$ cat src/rtl/regfile_writeback_if.sv
// Write-back bus: ALU/MEM result handshakes, register-file write port,
// and the two hazard-query ports used by the register-read stage.
interface regfile_writeback_if;
  // ALU result request
  logic        ALU_Valid;
  logic [4:0]  ALU_Reg;
  logic [31:0] ALU_Data;
  logic        ALU_Ready;

  // Load result request
  logic        MEM_Valid;
  logic [4:0]  MEM_Reg;
  logic [31:0] MEM_Data;
  logic        MEM_Ready;

  // Drain control
  logic        WB_Stall;

  // Register file write port
  logic        RegWrite;
  logic [4:0]  Write_Reg;
  logic [31:0] Write_Data;

  // Hazard queries
  logic [4:0]  Query_Reg1;
  logic [4:0]  Query_Reg2;
  logic        Pending1;
  logic        Pending2;
  logic [31:0] Fwd_Data1;
  logic [31:0] Fwd_Data2;

  // Write-back queue side
  modport slave (
    input  ALU_Valid, ALU_Reg, ALU_Data,
    output ALU_Ready,
    input  MEM_Valid, MEM_Reg, MEM_Data,
    output MEM_Ready,
    input  WB_Stall,
    output RegWrite, Write_Reg, Write_Data,
    input  Query_Reg1, Query_Reg2,
    output Pending1, Pending2, Fwd_Data1, Fwd_Data2
  );

  // Pipeline / register-file side
  modport master (
    output ALU_Valid, ALU_Reg, ALU_Data,
    input  ALU_Ready,
    output MEM_Valid, MEM_Reg, MEM_Data,
    input  MEM_Ready,
    output WB_Stall,
    input  RegWrite, Write_Reg, Write_Data,
    output Query_Reg1, Query_Reg2,
    input  Pending1, Pending2, Fwd_Data1, Fwd_Data2
  );
endinterface

$ cat src/rtl/regfile_writeback.sv
// In-order write-back queue in front of the 32x32 register file.
// Accepts one ALU or MEM result per cycle (ALU first), retires at most one
// register write per cycle through a registered output stage, and answers
// two hazard queries with the youngest outstanding value for a register.
module regfile_writeback #(
  parameter int DEPTH = 4
) (
  input  logic                 Clk,
  input  logic                 Reset,
  regfile_writeback_if.slave   bus
);

  localparam int PTR_W = $clog2(DEPTH);
  localparam int CNT_W = PTR_W + 1;
  localparam logic [CNT_W-1:0] FULL_COUNT = CNT_W'(DEPTH);
  localparam int NUM_QUERY = 2;

  // FIFO bookkeeping
  logic [CNT_W-1:0] count_reg, count_next;
  logic [PTR_W-1:0] head_reg, head_next;
  logic [PTR_W-1:0] tail_reg, tail_next;

  // FIFO storage; read in parallel by the hazard search, so kept in flops
  logic [4:0]  entry_reg_mem  [DEPTH];
  logic [31:0] entry_data_mem [DEPTH];

  // Registered register-file write port
  logic        wr_en_reg, wr_en_next;
  logic [4:0]  wr_addr_reg, wr_addr_next;
  logic [31:0] wr_data_reg, wr_data_next;

  // Handshake decode
  logic        alu_ready;
  logic        mem_ready;
  logic        alu_accept;
  logic        mem_accept;
  logic        push;
  logic        pop;
  logic [4:0]  push_reg;
  logic [31:0] push_data;

  // Slots ordered by age: index 0 is the head (oldest)
  logic [PTR_W-1:0] age_slot  [DEPTH];
  logic [DEPTH-1:0] age_valid;

  // Query fan-in/fan-out
  logic [4:0]  query   [NUM_QUERY];

  // ---------------------------------------------------------------------
  // Readiness and acceptance
  // ---------------------------------------------------------------------
  // Ready only reflects the registered count, so a drain on the same edge
  // never lets a request into a full queue.
  assign alu_ready  = !Reset && (count_reg < FULL_COUNT);
  assign mem_ready  = alu_ready && !bus.ALU_Valid;
  assign alu_accept = bus.ALU_Valid && alu_ready;
  assign mem_accept = bus.MEM_Valid && mem_ready;

  // Select the accepted request; r0 completes the handshake but is dropped
  always_comb begin
    push_reg  = 5'd0;
    push_data = 32'd0;
    if (alu_accept) begin
      push_reg  = bus.ALU_Reg;
      push_data = bus.ALU_Data;
    end else if (mem_accept) begin
      push_reg  = bus.MEM_Reg;
      push_data = bus.MEM_Data;
    end
  end

  assign push = (alu_accept || mem_accept) && (push_reg != 5'd0);
  assign pop  = (count_reg != '0) && !bus.WB_Stall;

  // ---------------------------------------------------------------------
  // Next-state logic
  // ---------------------------------------------------------------------
  // Pointer, count and output-stage updates for this edge
  always_comb begin
    count_next   = count_reg;
    head_next    = head_reg;
    tail_next    = tail_reg;
    wr_en_next   = 1'b0;
    wr_addr_next = wr_addr_reg;
    wr_data_next = wr_data_reg;

    if (push) begin
      tail_next = tail_reg + 1'b1;
    end

    if (pop) begin
      head_next    = head_reg + 1'b1;
      wr_en_next   = 1'b1;
      wr_addr_next = entry_reg_mem[head_reg];
      wr_data_next = entry_data_mem[head_reg];
    end

    case ({push, pop})
      2'b10:   count_next = count_reg + 1'b1;
      2'b01:   count_next = count_reg - 1'b1;
      default: count_next = count_reg;
    endcase
  end

  // ---------------------------------------------------------------------
  // State registers
  // ---------------------------------------------------------------------
  // Control state and write port; reset wins over any accept or drain
  always_ff @(posedge Clk) begin
    if (Reset) begin
      count_reg   <= '0;
      head_reg    <= '0;
      tail_reg    <= '0;
      wr_en_reg   <= 1'b0;
      wr_addr_reg <= 5'd0;
      wr_data_reg <= 32'd0;
    end else begin
      count_reg   <= count_next;
      head_reg    <= head_next;
      tail_reg    <= tail_next;
      wr_en_reg   <= wr_en_next;
      wr_addr_reg <= wr_addr_next;
      wr_data_reg <= wr_data_next;
    end
  end

  // Entry storage; stale contents are harmless once the pointers reset
  always_ff @(posedge Clk) begin
    if (push) begin
      entry_reg_mem[tail_reg]  <= push_reg;
      entry_data_mem[tail_reg] <= push_data;
    end
  end

  // ---------------------------------------------------------------------
  // Hazard search
  // ---------------------------------------------------------------------
  genvar gi;

  // Map each age position to its physical slot and validity
  generate
    for (gi = 0; gi < DEPTH; gi++) begin : g_age
      assign age_slot[gi]  = head_reg + PTR_W'(gi);
      assign age_valid[gi] = count_reg > CNT_W'(gi);
    end
  endgenerate

  assign query[0] = bus.Query_Reg1;
  assign query[1] = bus.Query_Reg2;

  generate
    for (gi = 0; gi < NUM_QUERY; gi++) begin : g_query
      logic        pend_q;
      logic [31:0] fwd_q;

      // Oldest to youngest so the youngest match overrides; the output
      // stage is older than every queued entry.
      always_comb begin
        pend_q = 1'b0;
        fwd_q  = 32'd0;
        if (wr_en_reg && (wr_addr_reg == query[gi])) begin
          pend_q = 1'b1;
          fwd_q  = wr_data_reg;
        end
        for (int k = 0; k < DEPTH; k++) begin
          if (age_valid[k] && (entry_reg_mem[age_slot[k]] == query[gi])) begin
            pend_q = 1'b1;
            fwd_q  = entry_data_mem[age_slot[k]];
          end
        end
        if (Reset || (query[gi] == 5'd0)) begin
          pend_q = 1'b0;
          fwd_q  = 32'd0;
        end
      end
    end
  endgenerate

  // ---------------------------------------------------------------------
  // Outputs
  // ---------------------------------------------------------------------
  assign bus.ALU_Ready  = alu_ready;
  assign bus.MEM_Ready  = mem_ready;
  assign bus.RegWrite   = wr_en_reg;
  assign bus.Write_Reg  = wr_addr_reg;
  assign bus.Write_Data = wr_data_reg;
  assign bus.Pending1   = g_query[0].pend_q;
  assign bus.Fwd_Data1  = g_query[0].fwd_q;
  assign bus.Pending2   = g_query[1].pend_q;
  assign bus.Fwd_Data2  = g_query[1].fwd_q;

endmodule

$ cat src/flat_wrapper.sv
// flat-port wrapper written by rule: the top's interface ports become plain ports
module regfile_writeback_flat 
#(
  parameter int DEPTH = 4
)
  (Clk, Reset, bus_ALU_Valid, bus_ALU_Reg, bus_ALU_Data, bus_ALU_Ready, bus_MEM_Valid, bus_MEM_Reg, bus_MEM_Data, bus_MEM_Ready, bus_WB_Stall, bus_RegWrite, bus_Write_Reg, bus_Write_Data, bus_Query_Reg1, bus_Query_Reg2, bus_Pending1, bus_Pending2, bus_Fwd_Data1, bus_Fwd_Data2);
  regfile_writeback_if bus_i ();
  input  logic Clk;
  input  logic Reset;
  input wire logic [$bits(bus_i.ALU_Valid)-1:0] bus_ALU_Valid;
  input wire logic [$bits(bus_i.ALU_Reg)-1:0] bus_ALU_Reg;
  input wire logic [$bits(bus_i.ALU_Data)-1:0] bus_ALU_Data;
  output wire logic [$bits(bus_i.ALU_Ready)-1:0] bus_ALU_Ready;
  input wire logic [$bits(bus_i.MEM_Valid)-1:0] bus_MEM_Valid;
  input wire logic [$bits(bus_i.MEM_Reg)-1:0] bus_MEM_Reg;
  input wire logic [$bits(bus_i.MEM_Data)-1:0] bus_MEM_Data;
  output wire logic [$bits(bus_i.MEM_Ready)-1:0] bus_MEM_Ready;
  input wire logic [$bits(bus_i.WB_Stall)-1:0] bus_WB_Stall;
  output wire logic [$bits(bus_i.RegWrite)-1:0] bus_RegWrite;
  output wire logic [$bits(bus_i.Write_Reg)-1:0] bus_Write_Reg;
  output wire logic [$bits(bus_i.Write_Data)-1:0] bus_Write_Data;
  input wire logic [$bits(bus_i.Query_Reg1)-1:0] bus_Query_Reg1;
  input wire logic [$bits(bus_i.Query_Reg2)-1:0] bus_Query_Reg2;
  output wire logic [$bits(bus_i.Pending1)-1:0] bus_Pending1;
  output wire logic [$bits(bus_i.Pending2)-1:0] bus_Pending2;
  output wire logic [$bits(bus_i.Fwd_Data1)-1:0] bus_Fwd_Data1;
  output wire logic [$bits(bus_i.Fwd_Data2)-1:0] bus_Fwd_Data2;
  assign bus_i.ALU_Valid = bus_ALU_Valid;
  assign bus_i.ALU_Reg = bus_ALU_Reg;
  assign bus_i.ALU_Data = bus_ALU_Data;
  assign bus_ALU_Ready = bus_i.ALU_Ready;
  assign bus_i.MEM_Valid = bus_MEM_Valid;
  assign bus_i.MEM_Reg = bus_MEM_Reg;
  assign bus_i.MEM_Data = bus_MEM_Data;
  assign bus_MEM_Ready = bus_i.MEM_Ready;
  assign bus_i.WB_Stall = bus_WB_Stall;
  assign bus_RegWrite = bus_i.RegWrite;
  assign bus_Write_Reg = bus_i.Write_Reg;
  assign bus_Write_Data = bus_i.Write_Data;
  assign bus_i.Query_Reg1 = bus_Query_Reg1;
  assign bus_i.Query_Reg2 = bus_Query_Reg2;
  assign bus_Pending1 = bus_i.Pending1;
  assign bus_Pending2 = bus_i.Pending2;
  assign bus_Fwd_Data1 = bus_i.Fwd_Data1;
  assign bus_Fwd_Data2 = bus_i.Fwd_Data2;
  regfile_writeback #(.DEPTH(DEPTH)) u_core (.Clk(Clk), .Reset(Reset), .bus(bus_i));
endmodule
$ cat config.mk
export PLATFORM = sky130hd
export DESIGN_NAME = regfile_writeback_flat
export DESIGN_NICKNAME = d
export VERILOG_FILES = /design/src/rtl/regfile_writeback_if.sv /design/src/rtl/regfile_writeback.sv /design/src/flat_wrapper.sv
export SDC_FILE = /design/constraint.sdc
export NUM_CORES = 1
export LEC_CHECK = 0
export ABC_AREA = 0
export CORE_ASPECT_RATIO = 1.2
export CORE_UTILIZATION = 40
export CTS_BUF_LIST = sky130_fd_sc_hd__clkbuf_8
export DETAILED_ROUTE_END_ITERATION = 10
export GPL_TIMING_DRIVEN = 0
export SLEW_MARGIN = 10
export SYNTH_ARGS = -nofsm -noshare
export SYNTH_HDL_FRONTEND = slang
export SYNTH_SLANG_ARGS = --single-unit
$ cat constraint.sdc
create_clock -name Clk -period 11.3 [get_ports Clk]
set_input_delay 1.695 -clock Clk [delete_from_list [all_inputs] [get_ports Clk]]
set_output_delay 1.695 -clock Clk [all_outputs]
set_load 0.01 [all_outputs]
# Yosys cells after proc, flatten, opt, wreduce, memory -nomap -nowiden
# Memory sizes are Yosys's and may differ from the RTL's. A register that Yosys moved wholly into a read port is not among the register bits.
# Cells that the tools add are included.
# W data, S select, Z words.
op_classes:
  n_eq_ne: 12
  reduce_logical: 27
  magnitude_cmp: 5
  n_mux: 36
  addsub: 6
op_table:
  columns: ["operator", "n"]
  rows:
  - ["$mux W32", 14]
  - ["$eq A5 B5 Y1", 10]
  - ["$logic_and A1 B1 Y1", 16]
  - ["$mux W1", 15]
  - ["$logic_not A5 Y1", 2]
  - ["$mux W5", 2]
  - ["$mux W2", 4]
  - ["$gt A3 B1 Y1 const B", 2]
  - ["$gt A3 B2 Y1 const B", 2]
  - ["$pmux W3 S2", 1]
  - ["$reduce_bool A5 Y1", 1]
  - ["$add A2 B1 Y2 const B", 2]
  - ["$add A2 B2 Y2 const B", 2]
  - ["$add A3 B1 Y3 const B", 1]
  - ["$logic_not A1 Y1", 3]
  - ["$logic_or A1 B1 Y1", 3]
  - ["$lt A3 B3 Y1 const B", 1]
  - ["$reduce_bool A3 Y1", 1]
  - ["$sub A3 B1 Y3 const B", 1]
  - ["$eq A2 B1 Y1 const B", 1]
  - ["$eq A2 B2 Y1 const B", 1]
  - ["$reduce_bool A2 Y1", 1]
totals:
  inputBits: 89
  mem_count: 2
  wordCells: 94
  register_bits: 45
  mem_bits_rw: 148
memory_table:
  columns: ["name", "words", "width", "read_ports", "rd_ports_with_merged_regs", "wr", "line", "rtl"]
  rows:
  - ["u_core.entry_data_mem", 4, 32, 4, 1, 1, "regfile_writeback.sv:25", "logic [31:0] entry_data_mem [DEPTH];"]
  - ["u_core.entry_reg_mem", 4, 5, 4, 1, 1, "regfile_writeback.sv:24", "logic [4:0] entry_reg_mem [DEPTH];"]

# Depth between registers and ports, before layout
logic_depth:
  word_depth: 10
  mapped_depth: 11

# Worst setup path after synthesis
# OpenSTA, ideal clock, no wires.
synth_timing:
  path_type: "input to output"
  startpoint: "in bus_Query_Reg2[1]"
  endpoint: "out bus_Fwd_Data2[16]"
  setup_slack_ps: 5984
  arrival_time_ps: 3621
  cell_stages: 8
  required_ps: 9605
  n_path_buf: 3
  cell_sequence: "clkbuf_1 > or4_1 > nor2_1 > or2_2 > buf_1 > clkbuf_1 > a21oi_1 > a211o_1"
synth_between:
  elab_chain_cells: 8
  elab_cells_between_ends: 18
synth_lines:
  columns: ["item", "line", "rtl"]
  rows:
  - ["from (decl)", "flat_wrapper.sv:23", "input wire logic [$bits(bus_i.Query_Reg2)-1:0] bus_Query_Reg2;"]
  - ["$eq A5 B5 Y1", "regfile_writeback.sv:161", "if (wr_en_reg && (wr_addr_reg == query[gi])) begin"]
  - ["$logic_and A1 B1 Y1", "regfile_writeback.sv:161", null]
  - ["$mux W32", "regfile_writeback.sv:161", null]
  - ["$mux W32 (4 in series)", "regfile_writeback.sv:166", "if (age_valid[k] && (entry_reg_mem[age_slot[k]] == query[gi])) begin"]
  - ["$mux W32 (*)", "regfile_writeback.sv:171", "if (Reset || (query[gi] == 5'd0)) begin"]
  - ["to (decl)", "flat_wrapper.sv:27", "output wire logic [$bits(bus_i.Fwd_Data2)-1:0] bus_Fwd_Data2;"]
# Mark *: on every way between the ends. The rest lies on a longest branch, timed or not.

# Worst setup path after layout
layout_timing:
  startpoint: "in bus_Query_Reg1[3]"
  endpoint: "out bus_Fwd_Data1[13]"
layout_between:
  elab_chain_cells: 8
  elab_cells_between_ends: 18
layout_lines:
  columns: ["item", "line", "rtl"]
  rows:
  - ["from (decl)", "flat_wrapper.sv:22", "input wire logic [$bits(bus_i.Query_Reg1)-1:0] bus_Query_Reg1;"]
  - ["$eq A5 B5 Y1", "regfile_writeback.sv:161", null]
  - ["$logic_and A1 B1 Y1", "regfile_writeback.sv:161", null]
  - ["$mux W32", "regfile_writeback.sv:161", null]
  - ["$mux W32 (4 in series)", "regfile_writeback.sv:166", null]
  - ["$mux W32 (*)", "regfile_writeback.sv:171", null]
  - ["to (decl)", "flat_wrapper.sv:26", "output wire logic [$bits(bus_i.Fwd_Data1)-1:0] bus_Fwd_Data1;"]
# Marked as above.

==> qor.csv <==
stage,metric,value,unit
sta,"Slew Viols, Final",0,
worst_setup_path,crit-path most repeated cell,clkbuf_1,
worst_setup_path,cell with the largest stage delay on the worst path,nor4_1,
sta,worst slew pin tran,1.239,ns
die,number of top-level pins,195,
clocking,later-pin clock latency in the skew report,0.54,ns
final_layout,area of the multi-input gates,8647,sq um
clocking,number of buffers inserted during clock tree synthesis,17,
sta,Achievable Freq,0.1456,GHz
synthesis,Synth Register Bits,195,
synthesis,count of cell types in the netlist,64,
synthesis,most instantiated flip-flop cell in the synthesis netlist,edfxtp_1,
final_layout,"leading cell type in the layout, fill and taps excluded",clkdlybuf4s50_1,
drt,residual antenna-violating net count after detailed routing,0,
drt,via count,13550,
placement,cell count after placement,2077,
grt,met2 Track Usage GR,50.76,%
die,die width,178.3,um
power_and_ir_drop,pwr/cell area,194.1,nW/um^2
clocking,post-CTS setup buffers,0,
worst_setup_path,worst setup path category,in2out,
synthesis,sequential share of the synthesized area,36.08,%
clocking,clock transition at the registers of the reported paths,0.10,ns
grt,global-route track usage on met1,46.84,%
worst_setup_path,required time at the worst-slack endpoint,9.61,ns
synthesis,synthesized net count,1515,
drt,drt wl/cell,28.92,um
clocking,maximum clock insertion buffer count,2,
sta,final period utilization,60.76,%
power_and_ir_drop,standby leakage power,5.873,nW
grt,global route total overflow,0,
worst_setup_path,peak per-stage delay on the critical path,0.69,ns
final_layout,post-synthesis to final-layout area growth,19.73,%
die,Die Area,38100,sq um
placement,worst slack at placement,4.479,ns
die,Core Footprint,36800,sq um
sta,min cycle time layout,6.866,ns
clocking,CTS-repair resized insts,0,
sta,RSZ-0062 raised after global routing,false,
grt,antenna violations before repair,1,
worst_setup_path,startpoint type of the worst setup path,primary input,
clocking,CTS Root Buffer Type,clkbuf_8,
synthesis,number of enable flip-flop cells after synthesis,148,
final_layout,Final nets,1722,
grt,layer carrying the most global-route usage,met2,
sta,setup TNS,0,ns
power_and_ir_drop,PnR Total Power,3.468,mW
drt,detailed-router iteration count before antenna repair,6,
synthesis,Async SR Flop Fraction,0,%
final_layout,area taken by flip-flops and latches,5385,sq um
job,count of max-cap constraint violations,0,
outcome,result of the run,"complete, no violations",
clocking,CTS H-tree lvls,4,
placement,half-perimeter wire length after placement,50.06,mm
grt,total routing resource utilization after global routing,32.52,%
placement,quantity of I/O buffers inserted on ports,183,
grt,wire length of the first global-routing pass,87.71,mm
worst_setup_path,arrival time at the worst endpoint,5.17,ns
worst_setup_path,critical path cell sequence,clkbuf_1 -> xor2_1 -> nor4_1 -> clkbuf_1 -> nand2_1 -> a21oi_1 -> a221oi_1 -> o31ai_1 -> clkdlybuf4s50_1,
final_layout,"leading cell types in the layout, fill and taps excluded","clkdlybuf4s50_1 (183), edfxtp_1 (148), nand2_1 (136)",
drt,aggregate routed wire length,61.09,mm
worst_hold_path,beginning of the worst hold path,u_core.bus.Write_Data[20],
placement,Final Wtd Congestion,0.9940,
worst_setup_path,reg2reg start,u_core.count_reg[2],
die,vertical die dimension,213.6,um
drt,mean number of vias per cell,6.415,
sta,Slew Limit Headroom,17.07,%
sta,post-route clock skew,0.01481,ns
clocking,hold buffer count at CTS,0,
sta,final hold violations,0,
final_layout,ratio of cells with drive above 1 in the final layout,15.54,%
grt,pin count of the biggest net entering global routing,24,
clocking,CTS tree,built,
synthesis,Synth Instances,1415,
worst_hold_path,worst min path class,reg2reg,
final_layout,number of cells in the finished layout apart from fillers,2112,
synthesis,Avg Inst Size Synth,10.55,sq um
drt,detailed router's first-iteration violation count,1794,
worst_setup_path,Crit Path Max Fanout,10,
drt,remaining routing DRC violations,0,
sta,number of setup violations in the final report,0,
worst_setup_path,start point of the critical path,bus_Query_Reg1[3],
final_layout,number of flip-flops under the largest register name,128,
clocking,CTS sink cnt,195,
synthesis,area of the mapped netlist,14930,sq um
synthesis,number of warnings reported in the yosys synthesis log,0,
worst_setup_path,kind of capture point of the worst setup path,primary output,
die,Row Count,77,
sta,"Worst Setup Slack, final",4.434,ns
worst_setup_path,CP bufs+invs,3,
grt,GR Layer Usage met3,3.635,%
grt,number of global-route vias before repair,12740,
power_and_ir_drop,worst supply voltage drop on vdd,0.09559,mV
die,starting density of the core,40.56,%
final_layout,Filler Cell Count,3359,
final_layout,register name with the most flops,u_core.entry_data_mem,
worst_setup_path,kind of cell with the highest combined delay on the critical path,buffers and inverters,
[worst paths after layout]
kind                            cells after the start                            to  slack [ns]
worst max-delay path                                9             bus_Fwd_Data1[13]        4.43
worst min-delay path                                2     u_core.bus.Write_Data[20]        0.51
worst max register to register                      7  u_core.entry_data_mem[2][27]        7.84
worst min register to register                      2     u_core.bus.Write_Data[20]        0.51
[per-stage QoR]
step	util, %	cell area [sq um]	hold WS [ns]
floorplan	-	14930	0.5000
global placement	47.15	17350	0.4856
detailed placement	47.51	17490	0.4913
CTS	48.54	17860	0.5061
global route	48.54	17860	0.5219
finish	48.56	17870	0.5088
[synth_stat cells (15+ instances only)]
cell type	count	area, sq um
nor4_1	31	193.9
nand2_1	136	510.5
o2111ai_1	19	166.4
o21ai_1	32	160.2
o32ai_1	22	192.7
and3_1	23	143.9
mux2i_1	45	450.4
xnor2_1	39	341.6
a41oi_1	30	262.8
a211oi_1	15	112.6
buf_2	36	180.2
inv_1	54	202.7
nand3_1	57	285.3
edfxtp_1	148	4444
o21ai_0	16	80.08
nor2_1	30	112.6
or3_1	15	93.84
dfxtp_1	47	940.9
and2_1	20	125.1
nor3_1	43	215.2
a22o_1	37	324.1
clkbuf_1	92	345.3
a21oi_1	105	525.5
a211o_1	18	157.7
mux4_2	120	2703
[logic make-up after synthesis]
family | Yosys count | synth area share [%]
mux | 178 | 22.10
buf+inv | 214 | 6.287
simple gates | 416 | 14.86
compound gates | 347 | 16.48
xor+xnor | 54 | 3.269
flops | 195 | 36.08
fa+ha+maj | 11 | 0.9220
[metal layers]
layer  share of wire (%)  routed length [um]  vias up
met5                0.14                  84        -
met4                 2.6                1565        2
met3                 7.9                4801       82
met2                  46               28030      786
met1                  44               26610     6714
li1                    -                   -     5965
[worst register-to-register path, stage by stage, from the launching register on]
cell and delay (ns):
dfxtp_1 0.35, clkbuf_1 0.46, nor4b_4 0.22, a22o_1 0.35, nor3_1 0.17, nor3b_2 1.00, nor2b_4 0.36, buf_12 0.29
[where the power goes]
| group | internal [mW] | switching [mW] |
|---|---|---|
| logic | 0.748 | 1.20 |
| registers | 0.941 | 0.128 |
| clock network | 0.163 | 0.291 |
| total | 1.85 | 1.62 |
[cell type report]
class                   instances  share of cell area, %
clock inverters                15                 0.8051
multi-input cells            1006                  48.38
plain buffers                 159                  4.096
well taps                     474                  3.318
clock buffers                  17                  1.309
diodes                          3                0.04201
repair buffers                188                  10.76
inverters                      55                  1.155
flip-flops and latches        195                  30.13
(Power assumes the default switching activity.)
